## src/rtl/ram_program_loader.sv

```systemverilog
// Streams 32-bit payload words into a processor RAM through its manual-override write port.
// Optional LOADER_CHECKSUM_EN: a trailing beat carries the mod-2^32 sum of the payload for verification.
module ram_program_loader #(
  parameter logic [15:0] BASE_ADDR = 16'h0000,
  parameter int unsigned MAX_WORDS = 256
) (
  input  logic        clk,
  input  logic        reset,
  input  logic        start,
  input  logic [31:0] in_data,
  input  logic        in_valid,
  input  logic        in_last,
  output logic        in_ready,
  output logic [15:0] manual_ram_addr,
  output logic [31:0] manual_ram_write,
  output logic        manual_readWrite,
  output logic        busy,
  output logic        done,
  output logic        error,
  output logic [16:0] word_count
);

  localparam int unsigned AW = 16;
  localparam int unsigned DW = 32;
  localparam int unsigned CW = 17;
  localparam logic [CW-1:0] MAX_CNT = CW'(MAX_WORDS);

  typedef enum logic [2:0] {
    IDLE  = 3'd0,
    LOAD  = 3'd1,
    WRITE = 3'd2,
    CHECK = 3'd3,
    DONE  = 3'd4,
    ERROR = 3'd5
  } state_t;

  state_t        state_q, state_d;
  logic [AW-1:0] ptr_q, ptr_d;
  logic [AW-1:0] addr_q, addr_d;
  logic [DW-1:0] data_q, data_d;
  logic [CW-1:0] cnt_q, cnt_d;
  logic          last_q, last_d;
`ifdef LOADER_CHECKSUM_EN
  logic [DW-1:0] sum_q, sum_d;
`endif

  // State and datapath registers; status flags are decoded from the next state so they are flopped.
  always_ff @(posedge clk or posedge reset) begin
    if (reset) begin
      state_q          <= IDLE;
      ptr_q            <= BASE_ADDR;
      addr_q           <= BASE_ADDR;
      data_q           <= '0;
      cnt_q            <= '0;
      last_q           <= 1'b0;
      in_ready         <= 1'b0;
      manual_readWrite <= 1'b0;
      busy             <= 1'b0;
      done             <= 1'b0;
      error            <= 1'b0;
`ifdef LOADER_CHECKSUM_EN
      sum_q            <= '0;
`endif
    end else begin
      state_q          <= state_d;
      ptr_q            <= ptr_d;
      addr_q           <= addr_d;
      data_q           <= data_d;
      cnt_q            <= cnt_d;
      last_q           <= last_d;
      in_ready         <= (state_d == LOAD) || (state_d == CHECK);
      manual_readWrite <= (state_d == WRITE);
      busy             <= (state_d == LOAD) || (state_d == WRITE) || (state_d == CHECK);
      done             <= (state_d == DONE);
      error            <= (state_d == ERROR);
`ifdef LOADER_CHECKSUM_EN
      sum_q            <= sum_d;
`endif
    end
  end

  // Next-state and datapath updates.
  always_comb begin
    state_d = state_q;
    ptr_d   = ptr_q;
    addr_d  = addr_q;
    data_d  = data_q;
    cnt_d   = cnt_q;
    last_d  = last_q;
`ifdef LOADER_CHECKSUM_EN
    sum_d   = sum_q;
`endif
    unique case (state_q)
      IDLE, DONE, ERROR: begin
        if (start) begin
          state_d = LOAD;
          ptr_d   = BASE_ADDR;
          cnt_d   = '0;
`ifdef LOADER_CHECKSUM_EN
          sum_d   = '0;
`endif
        end
      end
      LOAD: begin
        if (in_valid) begin
          // A beat beyond the word budget is refused rather than written.
          if (cnt_q == MAX_CNT) begin
            state_d = ERROR;
          end else begin
            addr_d  = ptr_q;
            data_d  = in_data;
            last_d  = in_last;
            state_d = WRITE;
`ifdef LOADER_CHECKSUM_EN
            sum_d   = sum_q + in_data;
`endif
          end
        end
      end
      WRITE: begin
        ptr_d = ptr_q + AW'(1);
        cnt_d = cnt_q + CW'(1);
        if (last_q) begin
`ifdef LOADER_CHECKSUM_EN
          state_d = CHECK;
`else
          state_d = DONE;
`endif
        end else begin
          state_d = LOAD;
        end
      end
      CHECK: begin
`ifdef LOADER_CHECKSUM_EN
        if (in_valid) begin
          state_d = (in_data == sum_q) ? DONE : ERROR;
        end
`else
        state_d = ERROR;
`endif
      end
      default: state_d = IDLE;
    endcase
  end

  assign manual_ram_addr  = addr_q;
  assign manual_ram_write = data_q;
  assign word_count       = cnt_q;

endmodule

```

## config.mk

```make
export PLATFORM = sky130hd
export DESIGN_NAME = ram_program_loader
export DESIGN_NICKNAME = d
export VERILOG_FILES = /design/src/rtl/ram_program_loader.sv
export SDC_FILE = /design/constraint.sdc
export NUM_CORES = 1
export LEC_CHECK = 0
export CAP_MARGIN = 20
export CORE_ASPECT_RATIO = 1.75
export CORE_UTILIZATION = 27
export DETAILED_ROUTE_END_ITERATION = 10
export PLACE_DENSITY_LB_ADDON = 0.15
export SYNTH_ARGS = -nofsm -noshare
export SYNTH_HDL_FRONTEND = slang
export SYNTH_SLANG_ARGS = --single-unit
```

## constraint.sdc

```tcl
create_clock -name clk -period 7.6 [get_ports clk]
set_input_delay 0.76 -clock clk [delete_from_list [all_inputs] [get_ports clk]]
set_output_delay 0.76 -clock clk [all_outputs]
set_load 0.1 [all_outputs]
```

==> impl_results.md, run 1 <==
- Status: finished clean
- Crit-path max FO: 9
- Post-Syn Area: 3891 um2
- Total length of routed wires: 9.387 mm
- Crit. Startpoint: word_count[0]$_DFFE_PP0P_
- Routed WL per cell: 15.75 um
- Worst-case clock buffer depth: 2
- Clock Sinks: 90
- Setup TNS Final: 0 ns
- Drt pass-1 iters: 4
- Final period util: 37.27%
- Average vias per placed instance: 4.805
- Initial antenna violation count: 0
- Worst-Skew Late Latency: 0.34 ns
- Fin Clk Skew: 0.008762 ns
- DP Wirelength: 6.408 mm
- Syn_area_per_cell: 12.68 um2
- Relative slew margins: 33.40%
- Leak Pwr: 2.302 nW
- Hold path cells: 1
- Max-cap check violation count: 0
- Die W: 92.75 um
- WP data required: 6.84 ns
- YS warnings: 0
- CTS tree: yes
- Gr busiest metal: met2
- Ports: 107
- Vias in the first global route: 3136
- M1 GR Usage: 14.75%
- Hold Fails Final Rpt: 0
- Initial Utilization: 27.84%
- TritonCTS buffer count: 9
- PwrDens: 464.5 nW/um2
- Synth area leaders: dfrtp_1, mux2_2, mux2i_1
- First-pass GRT wire length: 15.70 mm
- CP delay by family, top: buffers and inverters
- Endpoints failing setup: 0
- RSZ-0062 raised after global routing: no
- Synth Instances: 307
- M2 GR Usage: 24.44%
- Peak VDD IR: 0.2619 mV
- Worst R2R Path Depth: 7
- Die height: 160.8 um
- Ys async rst share: 100.0%
- Placed cell count: 580
- Count of pins over their slew limit: 0
- RePlAce Congestion: 0.7257
- Initial drt markers: 179
- Root buf cell: clkbuf_16
- CTS Hold Bufs: 0
- Port bufs: 106
- Top cell type by total area after synthesis: dfrtp_1
- Area delta synth->final: 39.07%
- Final cell count without fillers: 596
- Post-synthesis net count: 347
- Post-synth EDFFs: 0
- Clock Pin Slew Worst Setup and Hold Paths: 0.07 ns
- Total number of vias: 2864
- Worst stage delay on the critical path: 1.20 ns
- Met3 track demand over resource: 3.646%
- Antenna cells: 0
- Crit Path Class: reg2out
- Core ar.: 13980 um2
- Gr usage total: 13.50%
- Fmax: 353.1 MHz
- Share of the synthesized area in the top cell type: 57.88%
- Row count: 57
- Predominant post-synthesis flop cell: dfrtp_1
- Nets: 454
- Minimum clock period: 2.832 ns
- Critical Path End Type: output port
- Die area: 14920 um2
- Startpoint types: register
- Crit path depth: 1
- Slowest CP cell: clkdlybuf4s50_1
- Register area share after synthesis: 57.88%
- Actual slew at the worst max-slew pin: 0.9959 ns
- Setup bufs post-CTS: 0
- H-Tree Depth: 3
- Hold path startpoint: ptr_q[15]$_DFFE_PP0P_
- ANT nets after route: 0
- Total grt overflow: 0
- Synth cell types: 43
- Largest net degree at the start of global routing: 75
- Crit path cell chain: clkdlybuf4s50_1
- Synth Register Bits: 90
- Hold crit path type: reg2reg
- Share of layout cells above drive strength 1: 17.66%
- Data arrival, critical path: 2.07 ns
- Remaining DRCs: 0
- Post-CTS resize count: 0
- CP bufs+invs: 1
- RR Startpoint: word_count[0]$_DFFE_PP0P_
## kinds of logic (layout without fill, tap and decap cells)
| group | after synthesis | in the layout | synth area share (%) |
|---|---|---|---|
| flip-flops | 90 | 90 | 57.88 |
| AND/OR/NAND/NOR | 88 | 88 | 13.44 |
| multiplexers | 61 | 61 | 17.27 |
| AO/OA/AOI/OAI | 46 | 46 | 7.589 |
| buffers and inverters | 19 | 131 | 2.862 |
| adder cells (fa/ha/maj) | 3 | 3 | 0.9647 |
## stage by stage
step | hold WS (ns) | setup slack, ns | area, um2 | util, % | total power, mW
floorplan | 0.4394 | 4.505 | 3891 | - | 1.766
detailed placement | 0.4784 | 4.824 | 5109 | 36.55 | 2.077
global route | 0.5019 | 4.699 | 5411 | 38.71 | 2.618
finish | 0.4844 | 4.768 | 5411 | 38.71 | 2.514
global placement | 0.4752 | 4.857 | 5109 | 36.55 | 2.068
CTS | 0.4948 | 4.741 | 5411 | 38.71 | 2.546
## sequential cells by signal, indices dropped and copies added (netlist names)
name	cells
done	1
manual_readWrite	1
manual_ram_write	32
word_count	17
busy	1
ptr_q	16
state_q	3
manual_ram_addr	16
error	1
in_ready	1
last_q	1
## cell type report
class	count	area, um2
multi-input combinational	198	1528
clock inverter	7	77.57
clock buffer	9	225.2
timing repair buffer	109	1084
sequential	90	2252
fill	1416	8567
tap	177	221.5
inverter	6	23.77
## synthesized netlist by cell type (3+ instances only)
cell / n
a21oi_1: 5
and3_1: 9
buf_6: 5
clkbuf_1: 6
dfrtp_1: 90
ha_1: 3
inv_1: 6
mux2_2: 47
mux2i_1: 12
nand2_1: 25
nand2b_1: 3
nand3_1: 11
nand4_1: 11
nor2_1: 7
nor4_1: 3
nor4b_1: 3
o211ai_1: 4
o21ai_0: 18
o31ai_1: 6
## cell usage in the layout (no fill, tap or decap), types with 2 or more instances in the layout
cell,count
inv_6,2
ha_1,3
o31ai_1,6
a21oi_1,5
nand2_1,25
mux2_2,47
mux2i_1,12
o311ai_0,2
clkbuf_16,9
inv_1,5
clkdlybuf4s50_1,106
nand2b_1,3
nor3_1,2
nand4_1,11
dfrtp_1,90
o41ai_1,2
nor2b_1,2
or4_1,2
nor4b_1,3
a31oi_1,2
and3_1,9
mux2_1,2
nor4_1,3
nor2_1,7
buf_4,3
o21ai_0,18
o211ai_1,4
clkinv_4,2
nand3_1,11
a22o_1,2
clkinv_2,2
## power breakdown
group	switching (mW)	leakage (nW)	internal [mW]
registers	0.0920	1.17	0.606
logic	1.02	0.983	0.344
clock network	0.197	0.146	0.258
## worst paths after layout
path	endpoint	slack [ns]
max	word_count[0]	4.77
min	ptr_q[15]$_DFFE_PP0P_	0.48
max reg2reg	manual_ram_write[5]$_DFFE_PP0P_	5.07
min reg2reg	ptr_q[15]$_DFFE_PP0P_	0.48
max in group asynchronous	ptr_q[5]$_DFFE_PP0P_	5.64
min in group asynchronous	manual_ram_write[17]$_DFFE_PP0P_	0.69
## per-layer routing
| metal | wire [um] | vias to the layer above |
|---|---|---|
| met1 | 3634 | 1423 |
| met5 | 0 | - |
| met4 | 178 | 0 |
| met3 | 488 | 12 |
| met2 | 5086 | 84 |
| li1 | - | 1345 |
(Power assumes the default switching activity.)
==> run 2: changes to the inputs <==
Clock period 7.6 ns to 2.6 ns, I/O delays scaled along.
==> run 2 against run 1 <==
Net effect: setup slack lost 4.4 ns; first-iteration DRC count is 37% lower; register-to-register slack worse by 4.7 ns; critical path depth is 6 higher; total power increased to 2.9 times the previous value; sequential power increased to 2.9 times the previous value; sequential share of layout area is 1.0 points higher; die area did not move; via count is 1.3% higher; flip-flop and latch count unchanged; hold slack lost 0.13 ns; critical endpoint is now manual_ram_write[8]$_DFFE_PP0P_.
==> impl_results.md, run 2 (synthesis results as in run 1) <==
- Status: finished clean
- PwrDens: 1361 nW/um2 (+190%)
- CP delay by family, top: simple AND/OR/NAND/NOR gates
- Setup TNS Final: 0 ns (unchanged)
- FF-to-FF setup slack: 0.39 ns (-4.68 ns)
- Min Hold Slack: 0.3560 ns (-0.1283 ns)
- Startpoint types: register
- Clock Pin Slew Worst Setup and Hold Paths: 0.07 ns (about the same)
- Initial antenna violation count: 0 (unchanged)
- Max-cap check violation count: 0 (unchanged)
- Clock Sinks: 90 (unchanged)
- Initial Utilization: 27.84% (unchanged)
- Post-CTS resize count: 0 (unchanged)
- Crit path cell chain: inv_1 > ha_1 > nor4b_1 > nand4_1 > nor4b_4 > buf_12 > mux2_2
- Fmax: 453.5 MHz
- Leak Pwr: 2.428 nW (+5.5%)
- First-pass GRT wire length: 15.21 mm (-3.1%)
- Final period util: 84.82%
- Total length of routed wires: 9.101 mm (-3.0%)
- Initial drt markers: 112 (-37%)
- H-Tree Depth: 3 (unchanged)
- Data arrival, critical path: 2.43 ns (+0.36 ns)
- Worst R2R Path Depth: 7 (unchanged)
- RR Startpoint: word_count[0]$_DFFE_PP0P_
- Gr usage total: 13.02% (-0.49 points)
- Critical Path End Type: register
- Actual slew at the worst max-slew pin: 0.9533 ns (-0.04256 ns)
- Count of pins over their slew limit: 0 (unchanged)
- ANT nets after route: 0 (unchanged)
- Max FFs per register: 32 (unchanged)
- Hold crit path type: in2async
- Fin Clk Skew: 0.006278 ns (-0.002484 ns)
- Ports: 107 (unchanged)
- Final design utilization: 37.84% (-0.88 points)
- Die area: 14920 um2 (unchanged)
- Vias in the first global route: 3006 (-4.1%)
- Total number of vias: 2902 (+1.3%)
- Endpoints failing setup: 0 (unchanged)
- RR Endpoint: manual_ram_write[8]$_DFFE_PP0P_
- Nets: 459 (+1.1%)
- Minimum clock period: 2.205 ns
- TritonCTS buffer count: 9 (unchanged)
- CTS Hold Bufs: 0 (unchanged)
- Core ar.: 13980 um2 (unchanged)
- Place WS: 0.3864 ns (-4.438 ns)
- Relative slew margins: 36.44% (+3.0 points)
- Crit-path max FO: 50 (+41)
- Routed WL per cell: 15.14 um (-3.9%)
- DP Wirelength: 6.522 mm (+1.8%)
- Drt pass-1 iters: 4 (unchanged)
- RePlAce Congestion: 0.7337 (+1.1%)
- Setup bufs post-CTS: 0 (unchanged)
- RSZ-0062 raised after global routing: no
- Antenna cells: 0 (unchanged)
- Largest net degree at the start of global routing: 51 (-32%)
- WP data required: 2.82 ns (-4.02 ns)
- CP bufs+invs: 2 (+1)
- Worst-Skew Late Latency: 0.33 ns (about the same)
- Worst-case clock buffer depth: 2 (unchanged)
- Commonest non-fill, non-tap cell in the layout: dfrtp_1
- CTS tree: yes
- Most frequent cells in the layout: dfrtp_1, buf_4, mux2_2, clkdlybuf4s50_1, nand2_1
- Worst stage delay on the critical path: 0.46 ns (-0.74 ns)
- Die height: 160.8 um (unchanged)
- Root buf cell: clkbuf_16
- Port bufs: 106 (unchanged)
- Crit Path Class: reg2reg
- Remaining DRCs: 0 (unchanged)
- Slowest CP cell: dfrtp_2
- Row count: 57 (unchanged)
- Peak VDD IR: 0.9367 mV (+260%)
- Die W: 92.75 um (unchanged)
- Share of layout cells above drive strength 1: 35.61% (+18 points)
- Area delta synth->final: 35.92%
- Total grt overflow: 0 (unchanged)
- Average vias per placed instance: 4.829 (+0.48%)
- Hold Fails Final Rpt: 0 (unchanged)
- Setup ws final: 0.3947 ns (-4.373 ns)
[run 2: cell types whose count changed in the layout (fill, tap and decap cells not counted), sizes merged]
cell / previous run / this run
clkinv: 4 / 2
clkdlybuf4s50: 106 / 36
clkinvlp: 1 / 2
buf: 3 / 78
bufinv: 1 / 0
clkbuf: 9 / 11
[run 2: final cells by class]
type                    count  area, um2
flip-flops and latches     90       2255
well taps                 177      221.5
clock inverters             5      35.03
repair buffers            114      970.9
fillers                  1410       8690
multi-input cells         198       1528
inverters                   6      26.28
clock buffers              11      252.7
[run 2: worst max path at each step]
stage | to | slack, ns | startpoint | cells past startpoint
after floorplan | word_count[16]$_DFFE_PP0P_ | 0.23 | word_count[6]$_DFFE_PP0P_ | 4
after global placement | manual_ram_write[31]$_DFFE_PP0P_ | 0.37 | word_count[0]$_DFFE_PP0P_ | 7
after global routing | last_q$_DFFE_PP0P_ | 0.27 | word_count[0]$_DFFE_PP0P_ | 7
after CTS | manual_ram_write[31]$_DFFE_PP0P_ | 0.36 | word_count[0]$_DFFE_PP0P_ | 7
final | manual_ram_write[8]$_DFFE_PP0P_ | 0.39 | word_count[0]$_DFFE_PP0P_ | 7
after detailed placement | manual_ram_write[31]$_DFFE_PP0P_ | 0.39 | word_count[0]$_DFFE_PP0P_ | 7
[run 2: metal layers]
layer | share of wire (%) | vias to the layer above | global-route usage (%) | wire [um]
met5 | 0 | - | 0 | 0
met4 | 1.9 | 0 | 5.594 | 169
met3 | 4.6 | 8 | 2.794 | 417
met2 | 54 | 84 | 23.54 | 4914
met1 | 40 | 1452 | 14.45 | 3600
li1 | - | 1358 | - | -
[run 2: power by group]
| part | internal [mW] | total [mW] | switching (mW) | leakage, nW |
|---|---|---|---|---|
| logic | 0.926 | 3.89 | 2.96 | 1.12 |
| clock network | 0.704 | 1.25 | 0.550 | 0.142 |
| registers | 1.78 | 2.05 | 0.278 | 1.17 |
[run 2: metrics by stage]
step	cells	power, mW	instance area, um2
after floorplan	307	5.166	3897
after global placement	585	5.974	5001
after detailed placement	585	6.005	5001
after CTS	601	7.303	5289
after global routing	601	7.508	5289
final	601	7.197	5289
==> run 3: changes to the inputs <==
Clock period 2.6 ns to 2 ns, I/O delays scaled along.
==> run 3 against run 2 <==
Net effect: die area unchanged; flip-flop and latch count unchanged; count of clock-buffer cells in the layout decreased by 1; design area grew 7.7%; combinational power rose by 41%; total power is 37% higher; critical path depth stayed put; first-iteration DRC count is 25% lower; maximum frequency grew 14%; register-to-register slack lost 0.34 ns; core utilization increased by 2.9 points; largest cell class unchanged.
==> impl_results.md, run 3 (synthesis results as in run 1) <==
- Net Sw Frac: 51.18% (-1.5 points)
- Average vias per placed instance: 4.745 (-1.7%)
- Die W: 92.75 um (unchanged)
- Sequential share of power: 26.7% (-1.8 points)
- Fill cell count: 1367 (-3.0%)
- Total grt overflow: 0 (unchanged)
- Met3 track demand over resource: 3.267% (+0.47 points)
- Remaining DRCs: 0 (unchanged)
- Crit path cell chain: nor4_4 > buf_4 > nand4_1 > nor4b_4 > buf_6 > buf_12 > mux2_4
- Crit. Startpoint: word_count[10]$_DFFE_PP0P_
- Max-cap check violation count: 0 (unchanged)
- Startpoint types: register
- Clock Sinks: 90 (unchanged)
- TritonCTS buffer count: 9 (unchanged)
- Worst stage delay on the critical path: 0.43 ns (-0.03 ns)
- Row count: 57 (unchanged)
- Clock Power Share: 17.6% (+0.2 points)
- Nets: 485 (+5.7%)
- Status: finished clean
- Power share of the combinational group: 55.7% (+1.7 points)
- Routed WL per cell: 15.55 um (+2.7%)
- CTS Hold Bufs: 0 (unchanged)
- FF-to-FF setup slack: 0.06 ns (-0.34 ns)
- Area of the multi-input gates: 1674 um2 (+9.6%)
- DP Wirelength: 7.021 mm (+7.7%)
- WP data required: 2.23 ns (-0.59 ns)
- Psw: 5.046 mW (+33%)
- RSZ-0062 raised after global routing: yes
- Setup ws final: 0.05853 ns (-0.3362 ns)
- Place WS: -0.1791 ns (-0.5655 ns)
- CTS tree: yes
- RePlAce Congestion: 0.7476 (+1.9%)
- Core ar.: 13980 um2 (unchanged)
- Most frequent cells in the layout: buf_4, dfrtp_1, clkdlybuf4s50_1, nand2_1, mux2_4
- Slowest CP cell: dfrtp_2
- Share of layout cells above drive strength 1: 44.22% (+8.6 points)
- Commonest non-fill, non-tap cell in the layout: buf_4
- RR Startpoint: word_count[10]$_DFFE_PP0P_
- M1 GR Usage: 15.45% (+1.0 points)
- Gr usage total: 13.91% (+0.90 points)
- H-Tree Depth: 3 (unchanged)
- Fin Clk Skew: 0.008430 ns (+0.002152 ns)
- Internal: 4.814 mW (+41%)
- Area delta synth->final: 46.43%
- Initial Utilization: 27.84% (unchanged)
- Vias in the first global route: 3052 (+1.5%)
- Data arrival, critical path: 2.17 ns (-0.26 ns)
- Fmax: 515.1 MHz (+14%)
- Total length of routed wires: 9.751 mm (+7.1%)
- Antenna cells: 0 (unchanged)
- Initial antenna violation count: 0 (unchanged)
- CP bufs+invs: 3 (+1)
- Worst-case clock buffer depth: 2 (unchanged)
- Root buf cell: clkbuf_16
- Drt pass-1 iters: 4 (unchanged)
- Critical Path End Type: register
- Clock Pin Slew Worst Setup and Hold Paths: 0.07 ns (about the same)
- Crit-path max FO: 21 (-58%)
- Total number of vias: 2975 (+2.5%)
- Worst-Skew Late Latency: 0.34 ns (about the same)
- Die area: 14920 um2 (unchanged)
- Leak Pwr: 2.639 nW (+8.7%)
- Hold crit path type: in2async
- Final period util: 97.07% (+12 points)
- Gr busiest metal: met2
- M2 GR Usage: 25.15% (+1.6 points)
- Minimum clock period: 1.941 ns (-0.2638 ns)
- Max FFs per register: 32 (unchanged)
- ANT nets after route: 0 (unchanged)
- Crit Path Class: reg2reg
- CP delay by family, top: simple AND/OR/NAND/NOR gates
- Relative slew margins: 62.55% (+26 points)
- Hold Fails Final Rpt: 0 (unchanged)
- Initial drt markers: 84 (-25%)
- Placed cell count: 609 (+4.1%)
- Port bufs: 106 (unchanged)
- Endpoints failing setup: 0 (unchanged)
- Largest net degree at the start of global routing: 43 (-16%)
- First-pass GRT wire length: 15.90 mm (+4.6%)
- Final cell count without fillers: 627 (+4.3%)
- Die height: 160.8 um (unchanged)
- Storage element area: 2272 um2 (+0.78%)
- Ports: 107 (unchanged)
- Actual slew at the worst max-slew pin: 0.5617 ns (-0.3916 ns)
- Peak VDD IR: 1.101 mV (+18%)
- PwrDens: 1730 nW/um2 (+27%)
- Count of pins over their slew limit: 0 (unchanged)
-- run 3: cell types whose count changed in the layout (fill, tap and decap cells not counted), sizes merged --
cell      before  now
bufinv         0    1
buf           78  104
clkinvlp       2    4
clkbuf        11   10
inv            7    5
-- run 3: stage by stage --
| step | instance area (um2) | setup TNS, ns | power [mW] | util (%) | hold slack (ns) |
|---|---|---|---|---|---|
| 2_1_floorplan | 4011 | -11.97 | 6.893 | - | 0.3347 |
| 3_3_place_gp | 5320 | -8.861 | 8.077 | 38.06 | 0.4637 |
| 3_5_place_dp | 5320 | -7.657 | 8.120 | 38.06 | 0.4718 |
| 4_1_cts | 5683 | 0 | 9.979 | 40.66 | 0.2415 |
| 5_1_grt | 5698 | -0.6084 | 10.25 | 40.76 | 0.2651 |
| 6_report | 5698 | 0 | 9.860 | 40.76 | 0.2376 |
-- run 3: timing repair --
action,in CTS,in global routing
setup endpoints to repair,55,18
endpoints found under the hold margin,0,0
setup buffers,2,0
resized for setup,7,2
pin swaps,1,1
-- run 3: cell type report --
class,count,share of cell area (%)
Clock buffer,10,4.194
Multi-Input combinational cell,198,29.38
Tap cell,177,3.887
Sequential cell,90,39.88
Inverter,6,0.4611
Timing Repair Buffer,140,21.04
Clock inverter,6,1.164
-- run 3: final timing paths --
path	to	depth (start not counted)
max reg2reg	manual_ram_write[1]$_DFFE_PP0P_	7
max in group asynchronous	word_count[5]$_DFFE_PP0P_	3
max	manual_ram_write[1]$_DFFE_PP0P_	7
min	manual_ram_addr[7]$_DFFE_PP0P_	2
min in group clk	manual_ram_write[23]$_DFFE_PP0P_	2
min reg2reg	ptr_q[15]$_DFFE_PP0P_	1
-- run 3: power groups by stage --
stage	clock (mW)	combinational [mW]	sequential, mW
3_3_place_gp	0	5.41	2.67
3_5_place_dp	0	5.46	2.66
5_1_grt	1.85	5.70	2.69
4_1_cts	1.79	5.55	2.64
2_1_floorplan	0	1.22	5.67
6_report	1.74	5.49	2.63
-- run 3: routing by layer --
layer / part of all wire, % / up-vias
li1: - / 1405
met1: 39 / 1485
met2: 55 / 74
met3: 4.1 / 11
met4: 1.8 / 0
met5: 0 / -
